<file path="config.mk">
export PLATFORM = sky130hd
export DESIGN_NAME = fifo_read_checker_sat_counter
export DESIGN_NICKNAME = d
export VERILOG_FILES = /design/src/rtl/fifo_read_checker_sat_counter.sv
export SDC_FILE = /design/constraint.sdc
export NUM_CORES = 1
export LEC_CHECK = 0
export ABC_AREA = 1
export ABC_CLOCK_PERIOD_IN_PS = 1250
export CORE_AREA = 2 2 42 44
export CTS_CLUSTER_SIZE = 16
export DETAILED_ROUTE_END_ITERATION = 10
export DIE_AREA = 0 0 44 46
export PLACE_DENSITY = 0.61
export SYNTH_ARGS = -nofsm -noshare
export SYNTH_HDL_FRONTEND = slang
export SYNTH_SLANG_ARGS = --single-unit
export TNS_END_PERCENT = 30
</file>
<file path="constraint.sdc">
create_clock -name i_clk -period 1.25 [get_ports i_clk]
set_input_delay 0.25 -clock i_clk [delete_from_list [all_inputs] [get_ports i_clk]]
set_output_delay 0.25 -clock i_clk [all_outputs]
set_load 0.02 [all_outputs]
</file>
<file path="src/rtl/fifo_read_checker_sat_counter.sv">
// Up-counter with synchronous clear; either saturates at all-ones or wraps,
// selected by SATURATE.
module fifo_read_checker_sat_counter #(
    parameter int unsigned W        = 8,
    parameter bit          SATURATE = 1'b1
) (
    input  logic         i_clk,
    input  logic         i_rst,
    input  logic         i_clr,
    input  logic         i_inc,
    output logic [W-1:0] o_count
);

    logic [W-1:0] r_count;
    logic         w_hold;

    assign w_hold = SATURATE && (r_count == {W{1'b1}});

    always_ff @(posedge i_clk) begin
        if (i_rst || i_clr) begin
            r_count <= '0;
        end else if (i_inc && !w_hold) begin
            r_count <= r_count + W'(1);
        end
    end

    assign o_count = r_count;

endmodule

</file>
[Word level (Yosys, flattened, before mapping)]
Cells that the tools add are included.
Storage, ports and cells
  register bits: 8
  input port bits: 4
  output and inout bits: 8
  logic and storage cells: 6
Operators by class
  $add $sub $neg: 1
  equality and inequality tests: 1
  reduce and logical (&&, ||, !) cells: 3
Operators by type and width (number)
  $add A8 B1 Y8 const B: 1
  $eq A8 B8 Y1 const B: 1
  $logic_and A1 B1 Y1: 1
  $logic_not A1 Y1: 1
  $logic_or A1 B1 Y1: 1

[Depth between registers and ports, before layout]
Gate-level depths: netlist of the first run.
  depth after elaboration: 3
  depth in mapped cells: 8
  depth with buffers taken out: 8

[Worst setup path after synthesis of the first run]
OpenSTA, ideal clock, no wires.
  path kind: register to register
  start point: reg r_count[0], in the netlist o_count[0]
  end point: reg r_count[5], in the netlist o_count[5]
  setup time: 0.115 ns
  arrival: 1.203 ns
  path slack: -0.069 ns
  cell stages (with the launch flop): 7
  clock period less this slack: 1.319 ns
  path through: dfxtp_1 -> ha_1 -> nand2_1 -> nor2_1 -> nand2_2 -> a21oi_1 -> nor2_1
Between the ends
  word-level cells in the longest chain between the ends: 3
  elaborated cells on any way between the ends: 4
  those cells by class: add/sub: 1; eq/ne: 1; reduce/logical: 2
Ends and longest elaborated chain
  start: declaration: RTL line 14  | logic [W-1:0] r_count;
  start signal: assignment: RTL line 23  | r_count <= r_count + W'(1);
  parallel branches: the longest is 3 deep, another holds $add A8 B1 Y8
Parallel ways; which one is timed is not known.
A chain may end at the register's enable or synchronous reset.

[Worst setup path in the final report of the first run]
  start point: reg r_count[0], in the netlist o_count[0]
  end point: out o_count[0]
RTL lines
  end: declaration: RTL line 11  | output logic [W-1:0] o_count
No word-level cell between the ends.

==> results of run 1 <==
[Yosys cell counts]
cell type and instances:
nand2_1 18, nor2_1 15, dfxtp_1 8, inv_1 8
a21oi_1 6, nand3_1 4, nand3b_1 2, nor3_1 2
o21ai_0 2, buf_6 1, ha_1 1, nand2_2 1
nand4_1 1, nor2_2 1
[routing by layer]
| layer | track usage | vias to the layer above |
|---|---|---|
| met3 | 0.02778 | 2 |
| li1 | - | 270 |
| met2 | 0.1971 | 12 |
| met1 | 0.1422 | 223 |
| met5 | 0 | - |
| met4 | 0.09091 | 0 |
[repair_timing]
item	in CTS	in global routing
buffers inserted	0	0
pin swaps	0	4
endpoints found under the hold margin	0	0
gates resized for setup	8	14
endpoints found under the setup margin	8	6
gates cloned	0	1
[cell usage in the layout (no fill, tap or decap), drive strengths merged, types with 2 or more instances in the layout]
cell / n
nor2: 16
buf: 10
dfxtp: 8
a21oi: 6
dlygate4sd2: 8
inv: 8
nor3: 2
o21ai: 2
nand3: 4
nand3b: 2
clkdlybuf4s50: 2
nand2: 20
clkbuf: 3
[path summary, 6_finish.rpt]
path                                 from                      end  slack, ns  depth (start not counted)
setup / recovery  o_count[0]$_SDFFE_PP0P_               o_count[0]       0.04                          1
hold / removal                      i_inc  o_count[6]$_SDFFE_PP0P_       0.38                          3
setup reg to reg  o_count[5]$_SDFFE_PP0P_  o_count[5]$_SDFFE_PP0P_       0.08                          6
hold reg to reg   o_count[1]$_SDFFE_PP0P_  o_count[1]$_SDFFE_PP0P_       0.51                          2
[cell type report]
cell class | count | area, um2
fillers | 177 | 909.6
repair buffers | 21 | 177.7
well taps | 17 | 21.27
multi-input cells | 54 | 285.3
inverters | 8 | 30.03
flip-flops and latches | 8 | 167.7
clock buffers | 3 | 22.52
[cell families (layout without fill, tap and decap cells)]
| kind of cell | count (synthesis) | in the layout | synth area share |
|---|---|---|---|
| AND/OR/NAND/NOR | 44 | 45 | 0.4249 |
| buffers and inverters | 9 | 32 | 0.09349 |
| AO/OA/AOI/OAI | 8 | 8 | 0.09066 |
| flip-flops | 8 | 8 | 0.3626 |
| adder cells (fa/ha/maj) | 1 | 1 | 0.02832 |
[power breakdown]
part | total, mW | switching, mW | internal [mW] | leakage, nW
combinational | 0.0479 | 0.0227 | 0.0252 | 0.263
clock | 0.207 | 0.0962 | 0.110 | 0.0138
sequential | 0.260 | 0.00453 | 0.256 | 0.0661
total | 0.515 | 0.123 | 0.391 | 0.343
[stage by stage]
step / power [mW] / hold slack [ns] / util
2_1_floorplan: 0.2917 / 0.4031 / -
3_3_place_gp: 0.3146 / 0.4866 / 0.3961
3_5_place_dp: 0.3158 / 0.5135 / 0.3961
4_1_cts: 0.5263 / 0.5272 / 0.4039
5_1_grt: 0.5419 / 0.4234 / 0.4364
6_report: 0.5149 / 0.3752 / 0.4364
==> metrics.json, run 1 <==
{
  "wirelength_met1": {"value": 489, "unit": "um"},
  "num_antenna_cells": {"value": 0},
  "worst_hold_path_type": {"value": "primary input to flop"},
  "design_area": {"value": 704.4, "unit": "um2"},
  "clockRootBuffer": {"value": "clkbuf_4"},
  "worst-endpoint-required": {"value": 1.00, "unit": "ns"},
  "worst_setup_path_end_kind": {"value": "output pin"},
  "setup_clock_skew_after_layout": {"value": 0.002854, "unit": "ns"},
  "postSynthCellCount": {"value": 70},
  "syn_area": {"value": 441.7, "unit": "um2"},
  "vias_in_the_first_global_route": {"value": 421},
  "wire_length_of_the_first_global_routing_pass": {"value": 1731, "unit": "um"},
  "detailroute.wirelength.met3": {"value": 55, "unit": "um"},
  "status": {"value": "finished clean"},
  "post_layout_nonfiller_instances": {"value": 111},
  "synth_fp_nets": {"value": 75},
  "setup_violations": {"value": 0},
  "post-route-drc-count": {"value": 0},
  "clkTransAtPathRegs": {"value": 0.06, "unit": "ns"},
  "grt_max_degree": {"value": 11},
  "io_pins": {"value": 12},
  "max_ffs_per_register": {"value": 8},
  "die_height": {"value": 46, "unit": "um"},
  "synthDistinctLibCells": {"value": 14},
  "final.min_clock_period": {"value": 1.214, "unit": "ns"},
  "drt_first_iter_violations": {"value": 12},
  "cts_tree": {"value": "done"},
  "wl_met2": {"value": 520, "unit": "um"},
  "crit_path_top_delay_cell": {"value": "dfxtp_4"},
  "timing.critical_path.buf_inv": {"value": 1},
  "half_perimeter_wire_length_of_the_detailed_placement_result": {"value": 777.1, "unit": "um"},
  "post-place-cells": {"value": 107},
  "viasPerCell": {"value": 4.568},
  "worst-slew-pin-transition": {"value": 0.2158, "unit": "ns"},
  "first_pass_iters": {"value": 4},
  "number_of_pins_with_negative_max_slew_slack_in_the_final_report": {"value": 0},
  "criticalPathCategory": {"value": "flop to output pin"},
  "dp_worst_setup_slack": {"value": -0.1548, "unit": "ns"},
  "cts.sinks": {"value": 8},
  "clock_latency": {"value": 0.26, "unit": "ns"},
  "num_vias": {"value": 507},
  "cellPowerDensity": {"value": 731.0, "unit": "nW/um2"},
  "ys.warnings.count": {"value": 0},
  "final_antenna_net_count": {"value": 0},
  "h-tree-depth": {"value": 1},
  "flow.area_growth_from_synthesis": {"value": 59.49, "unit": "%"},
  "fraction_of_layout_cells_with_a_size_suffix_above_1": {"value": 0.2660},
  "cts_buffers": {"value": 3},
  "wl_per_cell": {"value": 9.757, "unit": "um"},
  "max_freq": {"value": 0.8238, "unit": "GHz"},
  "crit_path_max_fanout": {"value": 5},
  "max-clock-path-buffers": {"value": 2},
  "design.final.nets": {"value": 101},
  "timing.max_slew.rel_slack": {"value": 0.8567},
  "critical_path_arrival": {"value": 0.96, "unit": "ns"},
  "floorplan.die.width": {"value": 44, "unit": "um"},
  "timing.final.hold_violations": {"value": 0},
  "yosysSeqAreaShare": {"value": 0.3626},
  "synth.largest_area_cell": {"value": "dfxtp_1"},
  "antenna_found_initial": {"value": 0},
  "avg_inst_size_synth": {"value": 6.310, "unit": "um2"},
  "timing.setup.tns": {"value": 0, "unit": "ns"},
  "worst_path_largest_cell_delay": {"value": 0.37, "unit": "ns"},
  "hold_fix_buffer_count_after_cts": {"value": 0},
  "timing.final.ws_setup": {"value": 0.03610, "unit": "ns"},
  "grt-ovfl-total": {"value": 0},
  "synth-seq-cells": {"value": 8},
  "total_global_routing_track_utilization": {"value": 0.1227},
  "unrepaired_setup_endpoints_after_global_routing": {"value": "no"},
  "highest_layer": {"value": "met4"},
  "portion_of_the_clock_cycle_consumed_by_the_worst_path_in_the_final_layout": {"value": 0.9711},
  "gp_congestion": {"value": 0.8219},
  "crit_path_start_kind": {"value": "flop"},
  "start_util": {"value": 0.2736},
  "post_dp_cell_area": {"value": 639.4, "unit": "um2"},
  "path_cells": {"value": "dlygate4sd2_1"},
  "wirelength": {"value": 1083, "unit": "um"},
  "drv_cap": {"value": 0},
  "critical_path.top_delay_family": {"value": "flip-flops"},
  "leakage": {"value": 0.3433, "unit": "nW"},
  "io_buffer_count": {"value": 11},
  "irDropWorstVdd": {"value": 0.4445, "unit": "mV"},
  "design.die.area": {"value": 2024, "unit": "um2"},
  "row_count": {"value": 15},
  "post_synth_main_area_contributors": {"value": "dfxtp_1 36%, nand2_1 15%, nor2_1 13%"},
  "yosys.area.top_type_share": {"value": 0.3626},
  "core_area": {"value": 1614, "unit": "um2"}
}
Power figures use the tool's default switching activity.
==> inputs of run 2 (changes only) <==
--- a/config.mk
+++ b/config.mk
@@ -7,10 +7,10 @@
 export LEC_CHECK = 0
 export ABC_AREA = 1
 export ABC_CLOCK_PERIOD_IN_PS = 1250
-export CORE_AREA = 2 2 42 44
+export CORE_AREA = 10 10 50 52
 export CTS_CLUSTER_SIZE = 16
 export DETAILED_ROUTE_END_ITERATION = 10
-export DIE_AREA = 0 0 44 46
+export DIE_AREA = 0 0 60 62
 export PLACE_DENSITY = 0.61
 export SYNTH_ARGS = -nofsm -noshare
 export SYNTH_HDL_FRONTEND = slang
==> metrics.json, run 2 (synthesis results as in run 1) <==
{
  "worst_setup_path_end_kind": {"value": "output pin", "change": "unchanged"},
  "leakage": {"value": 0.3310, "unit": "nW", "change": "was 0.3433 nW"},
  "io_buffer_count": {"value": 11, "change": "unchanged"},
  "post_dp_cell_area": {"value": 639.4, "unit": "um2", "change": "unchanged"},
  "max-clock-path-buffers": {"value": 2, "change": "unchanged"},
  "first_pass_iters": {"value": 4, "change": "unchanged"},
  "drt_first_iter_violations": {"value": 15, "change": "was 12"},
  "dp_worst_setup_slack": {"value": -0.1410, "unit": "ns", "change": "was -0.1548 ns"},
  "clock_latency": {"value": 0.25, "unit": "ns", "change": "was 0.26 ns"},
  "total_global_routing_track_utilization": {"value": 0.06462, "change": "was 0.1227"},
  "hold_fix_buffer_count_after_cts": {"value": 0, "change": "unchanged"},
  "io_pins": {"value": 12, "change": "unchanged"},
  "worst-endpoint-required": {"value": 1.00, "unit": "ns", "change": "about the same"},
  "hold_path_end": {"value": "o_count[1]$_SDFFE_PP0P_", "change": "was o_count[6]$_SDFFE_PP0P_"},
  "criticalPathCategory": {"value": "flop to output pin", "change": "unchanged"},
  "core_area": {"value": 1614, "unit": "um2", "change": "unchanged"},
  "status": {"value": "finished clean", "change": "unchanged"},
  "crit-reg2reg-launch": {"value": "o_count[0]$_SDFFE_PP0P_", "change": "was o_count[5]$_SDFFE_PP0P_"},
  "worst_r2r_endpoint": {"value": "o_count[5]$_SDFFE_PP0P_", "change": "unchanged"},
  "grt_max_degree": {"value": 11, "change": "unchanged"},
  "post-route-drc-count": {"value": 0, "change": "unchanged"},
  "half_perimeter_wire_length_of_the_detailed_placement_result": {"value": 856.4, "unit": "um", "change": "was 777.1 um"},
  "worst-slew-pin-transition": {"value": 0.2163, "unit": "ns", "change": "was 0.2158 ns"},
  "num_vias": {"value": 528, "change": "was 507"},
  "design.die.area": {"value": 3720, "unit": "um2", "change": "was 2024 um2"},
  "clockRootBuffer": {"value": "clkbuf_4", "change": "unchanged"},
  "postCtsSetupRepairBufs": {"value": 0, "change": "unchanged"},
  "utilization": {"value": 0.4419, "change": "was 0.4364"},
  "antenna_found_initial": {"value": 0, "change": "unchanged"},
  "timing.final.hold_violations": {"value": 0, "change": "unchanged"},
  "regToRegSetupSlack": {"value": 0.06, "unit": "ns", "change": "was 0.08 ns"},
  "grt-ovfl-total": {"value": 0, "change": "unchanged"},
  "wire_length_of_the_first_global_routing_pass": {"value": 1876, "unit": "um", "change": "was 1731 um"},
  "max_ffs_per_register": {"value": 8, "change": "unchanged"},
  "crit_path_start_kind": {"value": "flop", "change": "unchanged"},
  "final_antenna_net_count": {"value": 0, "change": "unchanged"},
  "portion_of_the_clock_cycle_consumed_by_the_worst_path_in_the_final_layout": {"value": 0.9631, "change": "was 0.9711"},
  "flow.area_growth_from_synthesis": {"value": 61.47, "unit": "%", "change": "was 59.49%"},
  "final_common_cell": {"value": "nand2_1", "change": "unchanged"},
  "hold_depth": {"value": 2, "change": "was 3"},
  "wl_per_cell": {"value": 10.92, "unit": "um", "change": "was 9.757 um"},
  "cts_buffers": {"value": 3, "change": "unchanged"},
  "gp_congestion": {"value": 0.7936, "change": "was 0.8219"},
  "critical_path_arrival": {"value": 0.95, "unit": "ns", "change": "was 0.96 ns"},
  "max_freq": {"value": 0.8307, "unit": "GHz", "change": "was 0.8238 GHz"},
  "h-tree-depth": {"value": 1, "change": "unchanged"},
  "viasPerCell": {"value": 4.757, "change": "was 4.568"},
  "most-common-layout-cells": {"value": "17 x nand2_1, 12 x nor2_1, 10 x buf_4", "change": "was 16 x nand2_1, 12 x nor2_1, 10 x buf_4"},
  "unrepaired_setup_endpoints_after_global_routing": {"value": "yes", "change": "was no"},
  "cellPowerDensity": {"value": 721.6, "unit": "nW/um2", "change": "was 731.0 nW/um2"},
  "fraction_of_layout_cells_with_a_size_suffix_above_1": {"value": 0.2979, "change": "was 0.2660"},
  "post_layout_nonfiller_instances": {"value": 111, "change": "unchanged"},
  "path_cells": {"value": "clkdlybuf4s15_1", "change": "was dlygate4sd2_1"},
  "num_antenna_cells": {"value": 0, "change": "unchanged"},
  "number_of_pins_with_negative_max_slew_slack_in_the_final_report": {"value": 0, "change": "unchanged"},
  "report.power.total": {"value": 514.6, "unit": "uW", "change": "was 514.9 uW"},
  "worst_hold_path_type": {"value": "flop to flop", "change": "was primary input to flop"},
  "design.final.nets": {"value": 101, "change": "unchanged"},
  "wirelength": {"value": 1212, "unit": "um", "change": "was 1083 um"},
  "floorplan.die.width": {"value": 60, "unit": "um", "change": "was 44 um"},
  "start_util": {"value": 0.2736, "change": "unchanged"},
  "row_count": {"value": 15, "change": "unchanged"},
  "post-place-cells": {"value": 107, "change": "unchanged"},
  "timing.max_slew.rel_slack": {"value": 0.8564, "change": "was 0.8567"},
  "critical_path.top_delay_family": {"value": "flip-flops", "change": "unchanged"},
  "timing.final.ws_setup": {"value": 0.04615, "unit": "ns", "change": "was 0.03610 ns"},
  "crit_path_max_fanout": {"value": 5, "change": "unchanged"},
  "final.min_clock_period": {"value": 1.204, "unit": "ns", "change": "was 1.214 ns"},
  "irDropWorstVdd": {"value": 0.4776, "unit": "mV", "change": "was 0.4445 mV"},
  "crit_path_top_delay_cell": {"value": "dfxtp_4", "change": "unchanged"},
  "setup_violations": {"value": 0, "change": "unchanged"},
  "hp-start": {"value": "o_count[1]$_SDFFE_PP0P_", "change": "was i_inc"},
  "cts_tree": {"value": "done", "change": "unchanged"},
  "timing.critical_path.buf_inv": {"value": 1, "change": "unchanged"},
  "worst_path_largest_cell_delay": {"value": 0.39, "unit": "ns", "change": "was 0.37 ns"},
  "clkTransAtPathRegs": {"value": 0.05, "unit": "ns", "change": "was 0.06 ns"},
  "r2r.worst_path.cells": {"value": 6, "change": "unchanged"},
  "cts.sinks": {"value": 8, "change": "unchanged"},
  "setup_clock_skew_after_layout": {"value": 0.005254, "unit": "ns", "change": "was 0.002854 ns"},
  "vias_in_the_first_global_route": {"value": 483, "change": "was 421"},
  "die_height": {"value": 62, "unit": "um", "change": "was 46 um"},
  "design_area": {"value": 713.2, "unit": "um2", "change": "was 704.4 um2"},
  "drv_cap": {"value": 0, "change": "unchanged"}
}
==> run 2: worst max-delay path by stage <==
stage | from | to | slack [ns] | cells past startpoint
floorplan | o_count[0]$_SDFFE_PP0P_ | o_count[5]$_SDFFE_PP0P_ | 0.04 | 6
finish | o_count[0]$_SDFFE_PP0P_ | o_count[0] | 0.05 | 1
detailed placement | i_inc | o_count[7]$_SDFFE_PP0P_ | -0.14 | 6
CTS | o_count[0]$_SDFFE_PP0P_ | o_count[0]$_SDFFE_PP0P_ | 0.00006 | 6
global route | o_count[0]$_SDFFE_PP0P_ | o_count[6]$_SDFFE_PP0P_ | -0.02 | 8
global placement | i_inc | o_count[7]$_SDFFE_PP0P_ | -0.13 | 6
==> run 2: area by class of cell <==
| class | instances | area (um2) |
|---|---|---|
| Fill cell | 181 | 900.9 |
| Multi-Input combinational cell | 54 | 294.0 |
| Timing Repair Buffer | 21 | 177.7 |
| Sequential cell | 8 | 167.7 |
| Inverter | 8 | 30.03 |
| Clock buffer | 3 | 22.52 |
| Tap cell | 17 | 21.27 |
==> run 2: power by group <==
group	internal, mW	leakage (nW)	switching [mW]
clock	0.110	0.0138	0.0924
sequential	0.256	0.0661	0.00572
combinational	0.0275	0.251	0.0231
total	0.393	0.331	0.121
==> run 2: repair_timing <==
item,in CTS,in global routing
pin swaps,1,3
gates cloned,0,1
setup endpoints to repair,9,8
resized for setup,9,16
==> run 2: metal layers <==
layer / GRT usage / share of wire / vias up
met2: 0.1029 / 0.49 / 20
met4: 0.01923 / 0.021 / 0
li1: - / - / 272
met3: 0.04268 / 0.11 / 4
met1: 0.06813 / 0.38 / 232
met5: 0 / 0 / -
==> run 2: per-stage QoR <==
| step | hold WS [ns] | TNS (ns) |
|---|---|---|
| CTS | 0.5101 | 0 |
| detailed placement | 0.4972 | -0.5728 |
| global placement | 0.4871 | -0.4679 |
| finish | 0.5188 | 0 |
| floorplan | 0.4031 | 0 |
| global route | 0.5533 | -0.03184 |
==> inputs of run 3 (changes only) <==
--- a/config.mk
+++ b/config.mk
@@ -12,6 +12,7 @@
 export DETAILED_ROUTE_END_ITERATION = 10
 export DIE_AREA = 0 0 60 62
 export PLACE_DENSITY = 0.61
+export REMOVE_ABC_BUFFERS = 1
 export SYNTH_ARGS = -nofsm -noshare
 export SYNTH_HDL_FRONTEND = slang
 export SYNTH_SLANG_ARGS = --single-unit
==> metrics.json, run 3 (synthesis results as in run 1) <==
{
  "status": {"value": "finished clean", "change": "unchanged"},
  "setup_violations": {"value": 0, "change": "unchanged"},
  "floorplan.die.width": {"value": 60, "unit": "um", "change": "unchanged"},
  "flow.area_growth_from_synthesis": {"value": 60.06, "unit": "%", "change": "was 61.47%"},
  "clock_latency": {"value": 0.25, "unit": "ns", "change": "about the same"},
  "global_route_hottest_layer": {"value": "met2", "change": "unchanged"},
  "wirelength": {"value": 1191, "unit": "um", "change": "was 1212 um"},
  "grt_max_degree": {"value": 11, "change": "unchanged"},
  "num_antenna_cells": {"value": 0, "change": "unchanged"},
  "final_antenna_net_count": {"value": 0, "change": "unchanged"},
  "worst_path_largest_cell_delay": {"value": 0.37, "unit": "ns", "change": "was 0.39 ns"},
  "num_vias": {"value": 532, "change": "was 528"},
  "utilization": {"value": 0.4380, "change": "was 0.4419"},
  "worst_setup_path_end_kind": {"value": "output pin", "change": "unchanged"},
  "half_perimeter_wire_length_of_the_detailed_placement_result": {"value": 873, "unit": "um", "change": "was 856.4 um"},
  "timing.critical_path.buf_inv": {"value": 1, "change": "unchanged"},
  "start_util": {"value": 0.2736, "change": "unchanged"},
  "worst_r2r_endpoint": {"value": "o_count[5]$_SDFFE_PP0P_", "change": "unchanged"},
  "wl_per_cell": {"value": 10.63, "unit": "um", "change": "was 10.92 um"},
  "r2r.worst_path.cells": {"value": 6, "change": "unchanged"},
  "portion_of_the_clock_cycle_consumed_by_the_worst_path_in_the_final_layout": {"value": 0.9413, "change": "was 0.9631"},
  "vias_in_the_first_global_route": {"value": 478, "change": "was 483"},
  "irDropWorstVdd": {"value": 0.4104, "unit": "mV", "change": "was 0.4776 mV"},
  "gp_congestion": {"value": 0.8423, "change": "was 0.7936"},
  "crit_path_start_kind": {"value": "flop", "change": "unchanged"},
  "max_freq": {"value": 0.8499, "unit": "GHz", "change": "was 0.8307 GHz"},
  "first_pass_iters": {"value": 4, "change": "unchanged"},
  "core_area": {"value": 1614, "unit": "um2", "change": "unchanged"},
  "leakage": {"value": 0.3339, "unit": "nW", "change": "was 0.3310 nW"},
  "antenna_found_initial": {"value": 0, "change": "unchanged"},
  "total_global_routing_track_utilization": {"value": 0.06915, "change": "was 0.06462"},
  "post-route-drc-count": {"value": 0, "change": "unchanged"},
  "grt-ovfl-total": {"value": 0, "change": "unchanged"},
  "design.die.area": {"value": 3720, "unit": "um2", "change": "unchanged"},
  "number_of_pins_with_negative_max_slew_slack_in_the_final_report": {"value": 0, "change": "unchanged"},
  "most-common-layout-cells": {"value": "17 x nand2_1, 12 x nor2_1, 11 x buf_4", "change": "was 17 x nand2_1, 12 x nor2_1, 10 x buf_4"},
  "worst_hold_path_type": {"value": "flop to flop", "change": "unchanged"},
  "viasPerCell": {"value": 4.750, "change": "was 4.757"},
  "grt_use_met3": {"value": 0.03659, "change": "was 0.04268"},
  "criticalPathCategory": {"value": "flop to output pin", "change": "unchanged"},
  "timing.max_slew.rel_slack": {"value": 0.7085, "change": "was 0.8564"},
  "critical_path_arrival": {"value": 0.93, "unit": "ns", "change": "was 0.95 ns"},
  "post_layout_nonfiller_instances": {"value": 112, "change": "was 111"},
  "timing.critical_path.from": {"value": "o_count[0]$_SDFFE_PP0P_", "change": "unchanged"},
  "final_common_cell": {"value": "nand2_1", "change": "unchanged"},
  "io_pins": {"value": 12, "change": "unchanged"},
  "path_cells": {"value": "clkdlybuf4s15_1", "change": "unchanged"},
  "design.final.nets": {"value": 102, "change": "was 101"},
  "fraction_of_layout_cells_with_a_size_suffix_above_1": {"value": 0.2737, "change": "was 0.2979"},
  "row_count": {"value": 15, "change": "unchanged"},
  "clockRootBuffer": {"value": "clkbuf_4", "change": "unchanged"},
  "cts_tree": {"value": "done", "change": "unchanged"},
  "cts.sinks": {"value": 8, "change": "unchanged"},
  "cellPowerDensity": {"value": 728.6, "unit": "nW/um2", "change": "was 721.6 nW/um2"},
  "crit-reg2reg-launch": {"value": "o_count[0]$_SDFFE_PP0P_", "change": "unchanged"},
  "io_buffer_count": {"value": 11, "change": "unchanged"},
  "worst-slew-pin-transition": {"value": 0.4356, "unit": "ns", "change": "was 0.2163 ns"},
  "timing.final.hold_violations": {"value": 0, "change": "unchanged"},
  "worst-endpoint-required": {"value": 1.00, "unit": "ns", "change": "about the same"},
  "drv_cap": {"value": 0, "change": "unchanged"},
  "critical_path.top_delay_family": {"value": "flip-flops", "change": "unchanged"},
  "die_height": {"value": 62, "unit": "um", "change": "unchanged"},
  "critical_path_depth": {"value": 1, "change": "unchanged"},
  "wire_length_of_the_first_global_routing_pass": {"value": 2028, "unit": "um", "change": "was 1876 um"},
  "final.min_clock_period": {"value": 1.177, "unit": "ns", "change": "was 1.204 ns"},
  "cts_buffers": {"value": 3, "change": "unchanged"},
  "clkTransAtPathRegs": {"value": 0.06, "unit": "ns", "change": "was 0.05 ns"},
  "h-tree-depth": {"value": 1, "change": "unchanged"},
  "global_route.usage.met2": {"value": 0.1103, "change": "was 0.1029"},
  "setup_clock_skew_after_layout": {"value": 0.001113, "unit": "ns", "change": "was 0.005254 ns"},
  "crit_path_max_fanout": {"value": 4, "change": "was 5"},
  "regToRegSetupSlack": {"value": 0.09, "unit": "ns", "change": "was 0.06 ns"},
  "post-place-cells": {"value": 108, "change": "was 107"},
  "postCtsSetupRepairBufs": {"value": 0, "change": "unchanged"},
  "drt_first_iter_violations": {"value": 5, "change": "was 15"},
  "timing.critical_path.to": {"value": "o_count[0]", "change": "unchanged"},
  "grt_util_met1": {"value": 0.07843, "change": "was 0.06813"},
  "max-clock-path-buffers": {"value": 2, "change": "unchanged"},
  "max_ffs_per_register": {"value": 8, "change": "unchanged"},
  "crit_path_top_delay_cell": {"value": "dfxtp_4", "change": "unchanged"}
}
-- run 3: changes by cell type in the layout (fill, tap and decap cells not counted) --
| cell | change |
|---|---|
| a21oi_1 | +3 |
| dfxtp_4 | -1 |
| buf_4 | +1 |
| a21oi_2 | -3 |
| dfxtp_2 | +1 |
-- run 3: cell type report --
class	count	area, um2
clock buffer	3	22.52
multi-input combinational	54	282.8
tap	17	21.27
timing repair buffer	22	185.2
fill	171	907.1
inverter	8	30.03
sequential	8	165.2
-- run 3: worst min path at each step --
stage	from	end	slack, ns	depth (start not counted)
2_1_floorplan	i_rst	o_count[2]$_SDFFE_PP0P_	0.40	3
3_3_place_gp	o_count[0]$_SDFFE_PP0P_	o_count[0]$_SDFFE_PP0P_	0.54	2
3_5_place_dp	o_count[0]$_SDFFE_PP0P_	o_count[0]$_SDFFE_PP0P_	0.53	2
4_1_cts	o_count[0]$_SDFFE_PP0P_	o_count[0]$_SDFFE_PP0P_	0.55	2
5_1_grt	o_count[0]$_SDFFE_PP0P_	o_count[0]$_SDFFE_PP0P_	0.59	2
6_report	o_count[0]$_SDFFE_PP0P_	o_count[0]$_SDFFE_PP0P_	0.55	2
-- run 3: routing by layer --
| metal | routed length, um | vias up |
|---|---|---|
| met4 | 0 | 0 |
| met3 | 99 | 0 |
| met1 | 515 | 243 |
| li1 | - | 277 |
| met5 | 0 | - |
| met2 | 576 | 12 |
-- run 3: per-stage QoR --
stage                     setup TNS [ns]  setup WS [ns]  instance area, um2  total power [mW]  hold WS [ns]
after detailed placement         -0.5141        -0.1433               644.4            0.3170        0.5347
after global routing            -0.01098      -0.009293               706.9            0.5436        0.5854
final                                  0        0.07337               706.9            0.5151        0.5457
after floorplan                  -0.2667       -0.06865               430.4            0.2852        0.4031
after CTS                              0        0.02109               658.1            0.5232        0.5482
after global placement           -0.4944       -0.09193               644.4            0.3169        0.5350
-- run 3: where the power goes --
group	leakage (nW)	internal (mW)	switching [mW]	total [mW]
sequential	0.0658	0.257	0.00402	0.261
combinational	0.254	0.0275	0.0235	0.0509
clock	0.0138	0.110	0.0927	0.203
-- run 3: what timing repair did --
item                       CTS  global route
gates resized for setup      9            14
cloned                       0             1
hold buffers                 0             0
setup endpoints to repair    8             9
pin swaps                    0             4
